[src/rtl/sw_window_fsm.sv]
// -----------------------------------------------------------------------------
// sw_window_fsm
//
// Moore FSM that waits for a start pulse on `s`, then samples `w` in
// consecutive, non-overlapping 3-cycle windows. `z` is high for exactly one
// cycle after any window in which `w` was 1 in exactly two of the three cycles.
//
// Ports:
//   clk        in   1      rising-edge clock
//   reset      in   1      asynchronous, active-low reset (0 = asserted)
//   s          in   1      start request, only looked at while idle (state A)
//   w          in   1      data bit counted in each 3-cycle window
//   z          out  1      registered; high the cycle after a two-ones window
//   match_cnt  out  CNT_W  (MATCH_CNT_EN only) saturating count of matches
//
// Configuration macro:
//   MATCH_CNT_EN  adds the match_cnt output and its saturating counter.
//
// State naming: S<xy> = x window cycles consumed, y ones seen so far.
// B and C both mean "next sample opens a new window"; C additionally marks
// that the window just finished matched, which is what drives z.
// -----------------------------------------------------------------------------
module sw_window_fsm #(
  parameter int CNT_W = 8
) (
  input  logic             clk,
  input  logic             reset,
  input  logic             s,
  input  logic             w,
  output logic             z
`ifdef MATCH_CNT_EN
  ,
  output logic [CNT_W-1:0] match_cnt
`endif
);

  // Encoding is fixed: all eight 3-bit codes are legal states.
  typedef enum logic [2:0] {
    ST_A   = 3'd0,
    ST_B   = 3'd1,
    ST_C   = 3'd2,
    ST_S10 = 3'd3,
    ST_S11 = 3'd4,
    ST_S20 = 3'd5,
    ST_S21 = 3'd6,
    ST_S22 = 3'd7
  } state_t;

  state_t state;
  state_t state_nxt;

  // Reject a zero-width counter configuration at elaboration time.
  if (CNT_W < 1) begin : g_cnt_w_check
    $error("sw_window_fsm: CNT_W must be at least 1");
  end

  // Next-state decode. Once A is left, s is never consulted again.
  always_comb begin
    // NOTE: default assignment first so every path assigns state_nxt and no
    // latch is inferred.
    state_nxt = state;
    unique case (state)
      ST_A:         state_nxt = s ? ST_B : ST_A;
      ST_B, ST_C:   state_nxt = w ? ST_S11 : ST_S10;
      ST_S10:       state_nxt = w ? ST_S21 : ST_S20;
      ST_S11:       state_nxt = w ? ST_S22 : ST_S21;
      ST_S20:       state_nxt = ST_B;                 // two ones now unreachable
      ST_S21:       state_nxt = w ? ST_C   : ST_B;
      ST_S22:       state_nxt = w ? ST_B   : ST_C;    // w=1 would make three ones
      default:      state_nxt = ST_A;
    endcase
  end

  // z is registered from the next-state decode so that it equals
  // (state == C) without any combinational path from s or w to the output.
  always_ff @(posedge clk or negedge reset) begin
    if (!reset) begin
      // NOTE: sequential state uses non-blocking assignments only, so every
      // register samples the pre-edge values regardless of statement order.
      state <= ST_A;
      z     <= 1'b0;
`ifdef MATCH_CNT_EN
      match_cnt <= '0;
`endif
    end else begin
      state <= state_nxt;
      z     <= (state_nxt == ST_C);
`ifdef MATCH_CNT_EN
      // Count on the same edge that raises z; hold at all-ones instead of wrapping.
      if ((state_nxt == ST_C) && (match_cnt != {CNT_W{1'b1}})) begin
        match_cnt <= match_cnt + CNT_W'(1);
      end
`endif
    end
  end

endmodule

[config.mk]
export PLATFORM = sky130hd
export DESIGN_NAME = sw_window_fsm
export DESIGN_NICKNAME = d
export VERILOG_FILES = /design/src/rtl/sw_window_fsm.sv
export SDC_FILE = /design/constraint.sdc
export NUM_CORES = 1
export LEC_CHECK = 0
export BUFFER_PORTS_ARGS = -buffer_cell sky130_fd_sc_hd__buf_2
export CORE_AREA = 2 2 39 41
export CTS_BUF_LIST = sky130_fd_sc_hd__clkbuf_4
export CTS_CLUSTER_DIAMETER = 40
export DETAILED_ROUTE_END_ITERATION = 16
export DIE_AREA = 0 0 41 43
export GPL_ROUTABILITY_DRIVEN = 0
export PLACE_DENSITY_LB_ADDON = 0.12
export RECOVER_POWER = 50
export SYNTH_ARGS = -nofsm -noshare
export SYNTH_HDL_FRONTEND = slang
export SYNTH_SLANG_ARGS = --single-unit
[constraint.sdc]
create_clock -name clk -period 1.3 [get_ports clk]
set_clock_uncertainty 0.05 [all_clocks]
set_input_delay 0 -clock clk [delete_from_list [all_inputs] [get_ports clk]]
set_output_delay 0 -clock clk [all_outputs]
set_load 0.005 [all_outputs]
==> impl_metrics.env, run 1 <==
export IMPL_synth_distinct_cells=18
export IMPL_io_pins=5
export IMPL_cts_tree="done"
export IMPL_fin_hold_ws_ns=0.0245
export IMPL_path_clk_slew_ns=0.04
export IMPL_synth_top_area_cell="dfrtp_1"
export IMPL_crit_path_end_kind="flop"
export IMPL_cp_startpoint="state[0]"
export IMPL_seqPwrFrac=0.435
export IMPL_synth_mux_area_frac=0
export IMPL_yosys_area_share_adder=0
export IMPL_yosys_area_top_type_share=0.392
export IMPL_synth_seq_cells=4
export IMPL_yosys_area_share_simple=0.225
export IMPL_drc=0
export IMPL_clk_latency_ns=0.23
export IMPL_yosysWarningCount=0
export IMPL_yosysSeqAreaShare=0.392
export IMPL_clock_power_share=0.227
export IMPL_n_antenna_cell=0
export IMPL_rows=14
export IMPL_portBuffers=4
export IMPL_antenna_found_initial=0
export IMPL_ff_latch_area_um2=100
export IMPL_grt_remaining_overflow=0
export IMPL_drive_gt1_frac=0.242
export IMPL_setup_ws_ns=0.147
export IMPL_cellPowerDensity_nw_per_um2=2240
export IMPL_routed_via_density=4.29
export IMPL_utilization=0.217
export IMPL_htreeDepth=1
export IMPL_drv_cap=0
export IMPL_status="finished, final reports clean"
export IMPL_start_kind="flop"
export IMPL_hold_buffers=1
export IMPL_r2r_start="state[0]"
export IMPL_ir_worst_vdd_mv=0.977
export IMPL_internal_power_mw=0.408
export IMPL_setup_viol=0
export IMPL_wirelength_um=460
export IMPL_cts_resized=0
export IMPL_ant_nets=0
export IMPL_whs_path_depth=3
export IMPL_fillerInstances=154
export IMPL_path_cells="xor2_1, o32ai_1, a21oi_1"
export IMPL_drt_first_pass_iters=4
export IMPL_cts_root_buffer="clkbuf_4"
export IMPL_reg2regPathDepth=3
export IMPL_wire_per_inst_um=9.39
export IMPL_dieArea_um2=1760
export IMPL_clock_path_buffers=2
export IMPL_required_ns=1.36
export IMPL_synth_area_um2=255
export IMPL_start_util=0.184
export IMPL_synthTopCellsByArea="dfrtp_1 (39%), buf_4 (5.9%), nand2_1 (5.9%), nor4b_2 (5.9%), buf_6 (4.4%)"
export IMPL_multi_input_area_um2=125
export IMPL_p_comb_frac=0.339
export IMPL_slowest_delay_ns=0.48
export IMPL_grt_max_degree=11
export IMPL_synth_top_family_by_area="simple AND/OR/NAND/NOR gates"
export IMPL_die_w_um=41
export IMPL_numCtsBuffers=3
export IMPL_synth_compound_area_frac=0.196
export IMPL_slew_headroom=0.797
export IMPL_min_path_type="in2reg"
export IMPL_globalRouteTotalUtil=0.0684
export IMPL_synthCells=28
export IMPL_period_minus_slack_ns=1.15
export IMPL_switching_share=0.392
export IMPL_syn_num_nets=32
export IMPL_slowest_stage="dfrtp_1"
export IMPL_area_growth_pct=17.6
export IMPL_post_route_period_util=0.887
export IMPL_finalMaxSlewViolations=0
export IMPL_place_ws_ns=0.157
export IMPL_hold_viol_final=0
export IMPL_cp_buffers_inverters=0
export IMPL_worstHoldStart="s"
export IMPL_cts_setup_buffers=0
export IMPL_power_leakage_nw=0.135
export IMPL_die_height_um=43
export IMPL_max_clock_freq_ghz=0.868
export IMPL_synthXorXnorAreaFrac=0.0686
export IMPL_place_hpwl_um=345
export IMPL_crit_family="flip-flops"
export IMPL_rsz0062_at_grt="false"
export IMPL_synth_area_per_cell_um2=9.12
export IMPL_core_um2=1380
export IMPL_cp_arrival_ns=1.21
export IMPL_worstSetupPathType="reg2reg"
export IMPL_layout_nets=39
export IMPL_dpl_cell_count=45
export IMPL_tns_ns=0
export IMPL_crit_cells=3
export IMPL_cp_max_fo=10
export IMPL_drtIter0Drc=4
export IMPL_worst_slew_pin_slew_ns=0.304
export IMPL_instances_no_fill=49
export IMPL_clock_sinks=4
export IMPL_grt_pass1_wl_um=772
export IMPL_num_vias=210
export IMPL_first_global_vias=177
export IMPL_p_sw_mw=0.264
[tightest hold or removal path: cells and delay by family]
| family | cells | cell delay, ns |
|---|---|---|
| AO/OA/AOI/OAI | 2 | 0.18 |
| buffers and inverters | 1 | 0.08 |
[cell usage in the layout (no fill, tap or decap)]
cell type,instances
o32ai_1,1
o31ai_1,1
a21oi_1,2
a31oi_1,1
nor2_1,2
nand2_1,4
clkbuf_1,1
a21o_1,1
o21ai_1,2
xnor2_1,1
xor2_1,1
nor4b_2,1
dlygate4sd3_1,1
nor2b_1,1
and3b_1,1
dfrtp_1,4
nand3_1,1
buf_2,3
clkbuf_4,3
inv_2,1
[state kept, by name, summed over array words and instances (netlist names)]
| signal | flops |
|---|---|
| z | 1 |
| state | 3 |
[layout make-up]
type / count / share of cell area
multi-input combinational: 20 / 0.417
sequential: 4 / 0.333
timing repair buffer: 5 / 0.0958
clock buffer: 3 / 0.0750
tap: 16 / 0.0667
inverter: 1 / 0.0125
[metal layers]
layer / vias to the layer above / wire length [um] / track usage
li1: 108 / - / -
met1: 93 / 235 / 0.110
met2: 9 / 192 / 0.0594
met3: 0 / 33 / 0.0628
met4: 0 / 0 / 0.0200
met5: - / 0 / 0
[cells in the mapped netlist, drive strengths merged]
| cell type | count |
|---|---|
| a31oi | 1 |
| o31ai | 1 |
| o32ai | 1 |
| o21ai | 2 |
| xnor2 | 1 |
| inv | 1 |
| and3b | 1 |
| a21o | 1 |
| nand3 | 1 |
| nor2 | 2 |
| buf | 3 |
| nand2 | 4 |
| nor2b | 1 |
| dfrtp | 4 |
| nor4b | 1 |
| a21oi | 2 |
| xor2 | 1 |
[logic make-up after synthesis]
family / count (synthesis)
AND/OR/NAND/NOR: 10
AO/OA/AOI/OAI: 8
flip-flops: 4
buffers and inverters: 4
XOR/XNOR: 2
[worst paths after layout]
check | endpoint | slack, ns
worst max-delay path | state[0] | 0.15
worst min-delay path | state[0] | 0.02
worst max register to register | state[0] | 0.15
worst min register to register | z | 0.56
max in group asynchronous | state[2] | 0.93
min in group asynchronous | state[0] | 0.08
[power by group through the flow]
| stage | Clock, mW | Combinational, mW | Sequential (mW) |
|---|---|---|---|
| final | 0.152 | 0.227 | 0.292 |
| after global routing | 0.170 | 0.257 | 0.312 |
| after CTS | 0.159 | 0.228 | 0.292 |
| after detailed placement | 0 | 0.223 | 0.295 |
| after global placement | 0 | 0.235 | 0.292 |
| after floorplan | 0 | 0.295 | 0.219 |
[per-stage QoR]
stage | instance area, um^2 | power [mW]
final | 300 | 0.672
after global routing | 300 | 0.739
after CTS | 302 | 0.680
after detailed placement | 269 | 0.518
after floorplan | 255 | 0.514
after global placement | 269 | 0.527
Power figures use the tool's default switching activity.
==> run 2: changes to the inputs <==
Settings changed: PLACE_DENSITY from default to 0.32, PLACE_DENSITY_LB_ADDON 0.12 to default.
==> run 2 against run 1 <==
Global-route usage decreased by 0.19 points. Sequential share of layout area unchanged. Design area unchanged.
==> impl_metrics.env, run 2 (synthesis gave the netlist of run 1 again) <==
export IMPL_reg_top3="state (3), z (1)"
export IMPL_slowest_delay_ns=0.47
export IMPL_die_height_um=43
export IMPL_crit_family="flip-flops"
export IMPL_dieArea_um2=1760
export IMPL_max_clock_freq_ghz=0.874
export IMPL_tns_ns=0
export IMPL_crit_path_end_kind="flop"
export IMPL_drive_gt1_frac=0.242
export IMPL_wirelength_um=433
export IMPL_num_vias=214
export IMPL_status="finished, final reports clean"
export IMPL_ant_nets=0
export IMPL_clock_path_buffers=2
export IMPL_worstHoldStart="s"
export IMPL_slew_headroom=0.806
export IMPL_start_kind="flop"
export IMPL_first_global_vias=180
export IMPL_utilization=0.217
export IMPL_start_util=0.184
export IMPL_slowest_stage="dfrtp_1"
export IMPL_worstSetupPathType="reg2reg"
export IMPL_grt_pass1_wl_um=731
export IMPL_routed_via_density=4.37
export IMPL_grt_remaining_overflow=0
export IMPL_layout_nets=39
export IMPL_cts_tree="done"
export IMPL_reg2regPathDepth=3
export IMPL_r2r_slack_ns=0.16
export IMPL_cts_root_buffer="clkbuf_4"
export IMPL_area_growth_pct=17.6
export IMPL_path_cells="xor2_1, o32ai_1, a21oi_1"
export IMPL_drv_cap=0
export IMPL_io_pins=5
export IMPL_required_ns=1.36
export IMPL_period_minus_slack_ns=1.14
export IMPL_clk_latency_ns=0.24
export IMPL_hold_viol_final=0
export IMPL_portBuffers=4
export IMPL_p_total_mw=0.669
export IMPL_largest_register="state"
export IMPL_drtIter0Drc=1
export IMPL_ir_worst_vdd_mv=1.09
export IMPL_rsz0062_at_grt="false"
export IMPL_numCtsBuffers=3
export IMPL_r2r_end="state[0]"
export IMPL_cp_arrival_ns=1.20
export IMPL_grt_max_degree=11
export IMPL_r2r_start="state[0]"
export IMPL_wire_per_inst_um=8.84
export IMPL_whs_endpoint="state[0]"
export IMPL_antenna_found_initial=0
export IMPL_whs_path_depth=3
export IMPL_worst_slew_pin_slew_ns=0.291
export IMPL_drt_first_pass_iters=4
export IMPL_n_antenna_cell=0
export IMPL_die_w_um=41
export IMPL_drc=0
export IMPL_final_cell_mix="nand2_1 (4), dfrtp_1 (4), clkbuf_4 (3), buf_2 (3)"
export IMPL_cp_buffers_inverters=0
export IMPL_finalMaxSlewViolations=0
export IMPL_cp_max_fo=10
export IMPL_rows=14
export IMPL_setup_viol=0
export IMPL_htreeDepth=1
export IMPL_post_route_period_util=0.880
export IMPL_path_clk_slew_ns=0.03
export IMPL_core_um2=1380
export IMPL_min_path_type="in2reg"
export IMPL_power_leakage_nw=0.135
export IMPL_globalRouteTotalUtil=0.0665
export IMPL_place_hpwl_um=331
export IMPL_clock_sinks=4
export IMPL_cellPowerDensity_nw_per_um2=2230
export IMPL_largest_register_ff_count=3
run 2: cell counts in the layout (fill, tap and decap cells not counted):
Identical to the previous run, type by type.
run 2: report_power, final:
group	total (mW)	internal, mW	leakage [nW]	switching (mW)
clock network	0.154	0.103	0.0138	0.0510
logic	0.223	0.125	0.0718	0.0983
registers	0.291	0.180	0.0491	0.111
run 2: timing repair:
| action | CTS | global route |
|---|---|---|
| hold buffers | 1 | 0 |
| buffers inserted | 0 | 0 |
| resized for setup | 0 | 0 |
| setup endpoints to repair | 0 | 0 |
| hold endpoints to repair | 4 | 0 |
run 2: worst max-delay path by stage:
stage | start | to | slack [ns] | cells after the start
final | state[0] | state[0] | 0.16 | 3
after global placement | state[0] | state[0] | 0.15 | 3
after CTS | state[0] | state[0] | 0.15 | 3
after global routing | state[0] | state[0] | 0.05 | 3
after detailed placement | state[0] | state[0] | 0.16 | 3
after floorplan | state[0] | state[0] | 0.24 | 4
run 2: final cells by class:
cell class	count	area [um^2]
Inverter	1	3.75
Multi-Input combinational cell	20	125
Timing Repair Buffer	5	28.8
Clock buffer	3	22.5
Sequential cell	4	100
Tap cell	16	20.0
Fill cell	149	1080
run 2: worst reg2reg max path, delay by kind of cell (launching register included):
kind / cells / cell delay, ns
flip-flops: 1 / 0.47
AO/OA/AOI/OAI: 2 / 0.30
XOR/XNOR: 1 / 0.20
run 2: metrics by stage:
| step | std cells | area (um^2) | hold slack [ns] | worst slack, ns |
|---|---|---|---|---|
| floorplan | 28 | 255 | -0.346 | 0.238 |
| CTS | 49 | 302 | 0.0425 | 0.153 |
| detailed placement | 45 | 269 | -0.243 | 0.157 |
| global placement | 45 | 269 | -0.244 | 0.151 |
| finish | 49 | 300 | 0.0391 | 0.156 |
| global route | 49 | 300 | 0.0770 | 0.0459 |
run 2: per-layer routing:
layer | part of all wire | track usage | up-vias
met5 | 0 | 0 | -
met4 | 0 | 0.0200 | 0
met3 | 0.11 | 0.0838 | 0
met2 | 0.39 | 0.0625 | 5
met1 | 0.49 | 0.0879 | 100
li1 | - | - | 109
